`src/rtl/se_global_avg_pool.sv`:
```
// Squeeze stage: per-channel signed sums over one FEATURE_SIZE x FEATURE_SIZE frame,
// then one rounded, saturated mean per cycle out over a valid/ready handshake.
module se_global_avg_pool #(
    parameter int N            = 16,
    parameter int Q            = 8,
    parameter int CHANNELS     = 16,
    parameter int FEATURE_SIZE = 112,
    parameter int RECIP_SHIFT  = 24
) (
    input  logic                          clk,
    input  logic                          rst,
    input  logic                          en,
    input  logic [N-1:0]                  data_in,
    input  logic [$clog2(CHANNELS)-1:0]   channel_in,
    input  logic                          valid_in,
    output logic                          in_ready,
    output logic [N-1:0]                  data_out,
    output logic [$clog2(CHANNELS)-1:0]   channel_out,
    output logic                          valid_out,
    input  logic                          ready_out,
    output logic                          done
);

    localparam int CW    = $clog2(CHANNELS);
    localparam int NPIX  = FEATURE_SIZE * FEATURE_SIZE;
    localparam int PCW   = (NPIX > 1) ? $clog2(NPIX) : 1;
    localparam int ACC_W = N + $clog2(NPIX);
    localparam int PW    = ACC_W + RECIP_SHIFT + 1;

    localparam logic [63:0]          RECIP64 = ((64'd1 << RECIP_SHIFT) + 64'(NPIX / 2)) / 64'(NPIX);
    localparam logic signed [PW-1:0] RECIP_P = PW'(RECIP64);
    localparam logic signed [PW-1:0] BIAS    = PW'(64'd1 << (RECIP_SHIFT - 1));
    localparam logic signed [PW-1:0] SAT_MAX = PW'((64'd1 << (N - 1)) - 64'd1);
    localparam logic signed [PW-1:0] SAT_MIN = -SAT_MAX - PW'(1);

    localparam logic [CW:0]    CH_NUM  = (CW + 1)'(CHANNELS);
    localparam logic [CW-1:0]  CH_LAST = CW'(CHANNELS - 1);
    localparam logic [PCW-1:0] PIX_LAST = PCW'(NPIX - 1);

    if (Q >= N) begin : g_q_check
        $error("Q must be smaller than N");
    end

    typedef enum logic [0:0] {
        ST_ACCUM,
        ST_DRAIN
    } state_t;

    state_t                   r_state;
    state_t                   w_state_nxt;
    logic signed [ACC_W-1:0]  r_acc [CHANNELS];
    logic [PCW-1:0]           r_pix_cnt;
    logic [CW:0]              r_rd_ch;
    logic [N-1:0]             r_data_out;
    logic [CW-1:0]            r_channel_out;
    logic                     r_valid_out;
    logic                     r_done;

    logic                     w_in_ready;
    logic                     w_accept;
    logic                     w_ch_ok;
    logic                     w_acc_add;
    logic                     w_pix_adv;
    logic                     w_pix_last;
    logic                     w_load;
    logic                     w_xfer;
    logic                     w_last_xfer;
    logic [CW-1:0]            w_rd_idx;
    logic signed [ACC_W-1:0]  w_din_ext;
    logic signed [ACC_W-1:0]  w_acc_rd;
    logic signed [PW-1:0]     w_prod;
    logic signed [PW-1:0]     w_rnd;
    logic signed [PW-1:0]     w_shift;
    logic [N-1:0]             w_mean;

    assign w_in_ready = rst && (r_state == ST_ACCUM);
    assign w_accept   = en && valid_in && w_in_ready;
    assign w_ch_ok    = {1'b0, channel_in} < CH_NUM;
    assign w_acc_add  = w_accept && w_ch_ok;
    assign w_pix_adv  = w_accept && (channel_in == CH_LAST);
    assign w_pix_last = (r_pix_cnt == PIX_LAST);

    assign w_rd_idx    = r_rd_ch[CW-1:0];
    assign w_load      = en && (r_state == ST_DRAIN) && (r_rd_ch < CH_NUM)
                         && (!r_valid_out || ready_out);
    assign w_xfer      = en && r_valid_out && ready_out;
    assign w_last_xfer = w_xfer && (r_state == ST_DRAIN) && (r_channel_out == CH_LAST);

    assign w_din_ext = ACC_W'($signed(data_in));
    assign w_acc_rd  = r_acc[w_rd_idx];

    // mean = round_half_up(acc * RECIP / 2^RECIP_SHIFT), evaluated on the channel being loaded
    assign w_prod  = PW'(w_acc_rd) * RECIP_P;
    assign w_rnd   = w_prod + BIAS;
    assign w_shift = w_rnd >>> RECIP_SHIFT;

    always_comb begin
        w_mean = w_shift[N-1:0];
        if (w_shift > SAT_MAX) begin
            w_mean = {1'b0, {(N-1){1'b1}}};
        end else if (w_shift < SAT_MIN) begin
            w_mean = {1'b1, {(N-1){1'b0}}};
        end
    end

    always_ff @(posedge clk) begin
        if (!rst) begin
            r_state <= ST_ACCUM;
        end else begin
            r_state <= w_state_nxt;
        end
    end

    always_comb begin
        w_state_nxt = r_state;
        case (r_state)
            ST_ACCUM: if (w_pix_adv && w_pix_last) w_state_nxt = ST_DRAIN;
            ST_DRAIN: if (w_last_xfer)             w_state_nxt = ST_ACCUM;
            default:                               w_state_nxt = ST_ACCUM;
        endcase
    end

    // Accumulate and drain never overlap, so one write port per channel suffices.
    always_ff @(posedge clk) begin
        if (!rst) begin
            for (int unsigned i = 0; i < CHANNELS; i++) begin
                r_acc[i] <= '0;
            end
        end else if (w_acc_add) begin
            r_acc[channel_in] <= r_acc[channel_in] + w_din_ext;
        end else if (w_load) begin
            r_acc[w_rd_idx] <= '0;
        end
    end

    always_ff @(posedge clk) begin
        if (!rst) begin
            r_pix_cnt <= '0;
        end else if (w_pix_adv) begin
            r_pix_cnt <= w_pix_last ? '0 : r_pix_cnt + 1'b1;
        end
    end

    always_ff @(posedge clk) begin
        if (!rst) begin
            r_rd_ch       <= '0;
            r_data_out    <= '0;
            r_channel_out <= '0;
            r_valid_out   <= 1'b0;
            r_done        <= 1'b0;
        end else if (en) begin
            r_done <= w_last_xfer;
            if (w_load) begin
                r_data_out    <= w_mean;
                r_channel_out <= w_rd_idx;
                r_valid_out   <= 1'b1;
                r_rd_ch       <= r_rd_ch + 1'b1;
            end else if (w_xfer) begin
                r_valid_out <= 1'b0;
            end
            if (w_last_xfer) begin
                r_rd_ch <= '0;
            end
        end
    end

    assign in_ready    = w_in_ready;
    assign data_out    = r_data_out;
    assign channel_out = r_channel_out;
    assign valid_out   = r_valid_out;
    assign done        = r_done;

endmodule

```
`config.mk`:
```
export PLATFORM = sky130hd
export DESIGN_NAME = se_global_avg_pool
export DESIGN_NICKNAME = d
export VERILOG_FILES = /design/src/rtl/se_global_avg_pool.sv
export SDC_FILE = /design/constraint.sdc
export NUM_CORES = 1
export LEC_CHECK = 0
export ABC_AREA = 1
export BUFFER_PORTS_ARGS = -buffer_cell sky130_fd_sc_hd__buf_2
export CAP_MARGIN = 0
export CORE_MARGIN = 1
export CORE_UTILIZATION = 62
export CTS_BUF_LIST = sky130_fd_sc_hd__clkbuf_2 sky130_fd_sc_hd__clkbuf_4 sky130_fd_sc_hd__clkbuf_8
export CTS_CLUSTER_DIAMETER = 40
export DETAILED_ROUTE_END_ITERATION = 8
export HOLD_SLACK_MARGIN = 0.08
export PLACE_DENSITY_LB_ADDON = 0.05
export SYNTH_ARGS = -nofsm -noshare
export SYNTH_HDL_FRONTEND = slang
export SYNTH_SLANG_ARGS = --single-unit
```
`constraint.sdc`:
```
create_clock -name clk -period 9.45 [get_ports clk]
set_clock_uncertainty 0.1 [all_clocks]
set_input_delay 1.4175 -clock clk [delete_from_list [all_inputs] [get_ports clk]]
set_output_delay 1.4175 -clock clk [all_outputs]
set_load 0.02 [all_outputs]
```
==> reports/qor.yml <==
status:
  status: "completed"
power:
  p_leak_nw: 15.7
  ir_worst_vdd_v: 0.000144
  powerDensity_nw_per_um2: 183
final_layout:
  finalCoreUtilization: 0.678
  areaGrowthSynthToFinish_pct: 7.24
  nNetsFinal: 4392
  fin_cells: 4914
  num-fill-cells: 4649
  drive_gt1_frac: 0.0864
  regArea_sq_um: 15300
  multi_input_area_sq_um: 17000
floorplan:
  rows: 86
  die_x_um: 240
  core_sq_um: 55500
  initial_core_util: 0.632
  die_area_sq_um: 57600
  die_height_um: 240
  ios: 48
timing:
  setup-violations-final: 0
  final.min_clock_period_ns: 7.64
  max_freq_mhz: 131
  fin_setup_tns_ns: 0
  setup_slack_ns: 1.81
  hold_viol: 0
  worst_pin_slew_ns: 1.31
  rsz0062_at_grt: "no"
  report.final.slew_viol_count: 0
  slew_headroom: 0.122
  finalCritPeriodShare: 0.808
critical_path:
  crit_path_max_fanout: 37
  path_common_cell: "inv_1"
  worst-setup-path-type: "register to register"
  worstPathRequired_ns: 9.96
  cp_top_family: "adder cells"
  worst-path-buf-inv: 7
  crit_path_start_kind: "register"
  cp_slowest_cell: "clkinv_2"
  slowest_delay_ns: 0.70
  endpoint_kind: "register"
  cp.arrival_ns: 8.15
place:
  place_congestion: 0.975
  dpl_worst_slack_ns: 1.93
  dp_hpwl_um: 66300
  dp.cells: 4734
  port-buffer-count: 47
logic_synthesis:
  postSynthAreaPerCell_sq_um: 8.42
  synth_warnings: 0
  ys_ff_latch: 526
  synth_area_sq_um: 35100
  async_flop_share: 0
  synth_flop_cell: "edfxtp_1"
  yosysSeqAreaShare: 0.437
  synth_edf_count: 480
  synth.distinct_cells: 62
  syn_nets: 4473
  synth_cells: 4165
route:
  wl_per_cell_um: 22.7
  via_per_inst: 6.24
  wirelength_um: 112000
  vias: 30700
  drcViolationCount: 0
  drt-initial-drc-count: 4037
  drt-pass1-iter-count: 6
  antenna_left: 0
clock_tree:
  clock_path_buffers: 3
  clkSinkCount: 526
  htree_levels: 3
  clk_latency_ns: 0.73
  cts_tree: "yes"
  cts_resized: 0
  hold_buffers: 0
  clkTransAtPathRegs_ns: 0.06
  clockRootBuffer: "clkbuf_8"
  cts_buffers: 96
  post-cts-setup-buffer-count: 0
grt:
  grt_antenna_before_repair: 2
  track_usage: 0.390
  grt_pass1_wl_um: 167000
  grt_pass1_vias: 28600
  grt_max_degree: 203
  overflow: 0
worst_hold_path:
  holdCritPathClass: "register to register"
run:
  cap_violations: 0
[cell type report]
cell class,instances,area share
Inverter,428,0.0428
Clock buffer,130,0.0424
Timing Repair Buffer,106,0.0204
Tap cell,748,0.0249
Clock inverter,49,0.00991
Sequential cell,526,0.408
Antenna cell,1,0.0000665
Multi-Input combinational cell,2926,0.452
[worst paths after layout]
check,from,to,slack [ns],cells past startpoint
max,register,data_out[13]$_SDFFE_PN0P_,1.81,28
min reg2reg,done$_SDFFE_PN0P_,done$_SDFFE_PN0P_,0.36,2
min,done$_SDFFE_PN0P_,done$_SDFFE_PN0P_,0.36,2
max reg2reg,register,data_out[13]$_SDFFE_PN0P_,1.81,28
[where the power goes]
part	internal (mW)	switching (mW)	leakage (nW)
sequential	2.62	0.0320	5.33
clock	1.20	1.03	1.03
combinational	0.618	1.39	9.29
[per-layer routing]
| metal | share of wire | GRT usage |
|---|---|---|
| met1 | 0.38 | 0.517 |
| met2 | 0.45 | 0.608 |
| met3 | 0.12 | 0.0887 |
| met4 | 0.047 | 0.182 |
| met5 | 0.00012 | 0 |
[state kept, by name, indices dropped and copies added, names as in the netlist, named ones only]
name,cells
channel_out,4
done,1
valid_out,1
data_out,16
r_state,1
r_acc,480
r_rd_ch,5
r_pix_cnt,14
[placed cells by master (no fill, tap or decap), types with 5 or more instances in the layout]
master | netlist | layout
buf_12 | 0 | 6
or2_2 | 10 | 10
o211ai_1 | 61 | 61
buf_4 | 7 | 53
a21boi_0 | 13 | 13
edfxtp_1 | 480 | 480
inv_2 | 8 | 8
nor3_1 | 15 | 15
buf_2 | 30 | 45
clkbuf_4 | 0 | 31
nand3_2 | 8 | 8
a21oi_2 | 13 | 13
nor2_1 | 795 | 794
inv_1 | 420 | 417
a21o_1 | 5 | 5
nand4_1 | 9 | 9
o21ai_2 | 7 | 7
a31oi_1 | 8 | 8
xor2_1 | 14 | 14
ha_1 | 168 | 168
clkinv_2 | 0 | 16
a21oi_1 | 367 | 367
clkinvlp_4 | 0 | 6
o221ai_1 | 55 | 55
o21a_1 | 10 | 10
o21ai_1 | 17 | 17
clkbuf_8 | 0 | 99
nor3b_1 | 6 | 6
and3_1 | 6 | 6
clkinv_1 | 0 | 17
nand3_1 | 143 | 143
fa_1 | 115 | 115
nand2_1 | 422 | 405
dfxtp_1 | 46 | 42
o21ai_0 | 606 | 606
nand2_2 | 6 | 23
[kinds of logic after synthesis]
logic type / Yosys count / synth area share
compound gates: 1183 / 0.186
flops: 526 / 0.437
other cells: 1 / 0.000107
fa+ha+maj: 283 / 0.126
simple gates: 1441 / 0.167
buf+inv: 713 / 0.0800
xor+xnor: 18 / 0.00471
[worst min-delay path: cells and delay by family (launching register included)]
family	cells	cell delay (ns)
and+or+nand+nor	1	0.06
AOI/OAI and AO/OA	1	0.05
DFF	1	0.31
[through the flow]
stage	area (sq um)	total power, mW	hold WS [ns]
2_1_floorplan	35100	4.12	0.342
3_3_place_gp	35700	4.65	0.351
3_5_place_dp	35700	4.66	0.354
4_1_cts	37600	6.85	0.364
5_1_grt	37600	7.23	0.390
6_report	37600	6.88	0.361
[Yosys cell counts, drive strengths merged, types with 61 or more instances]
cell type | count | area share
fa | 115 | 0.066
nand2 | 428 | 0.046
nand3 | 151 | 0.023
buf | 62 | 0.010
clkbuf | 223 | 0.024
a21oi | 381 | 0.056
o21ai | 630 | 0.091
edfxtp | 480 | 0.41
nor2 | 798 | 0.086
inv | 428 | 0.046
o211ai | 61 | 0.013
ha | 168 | 0.060
(Power assumes the default switching activity.)
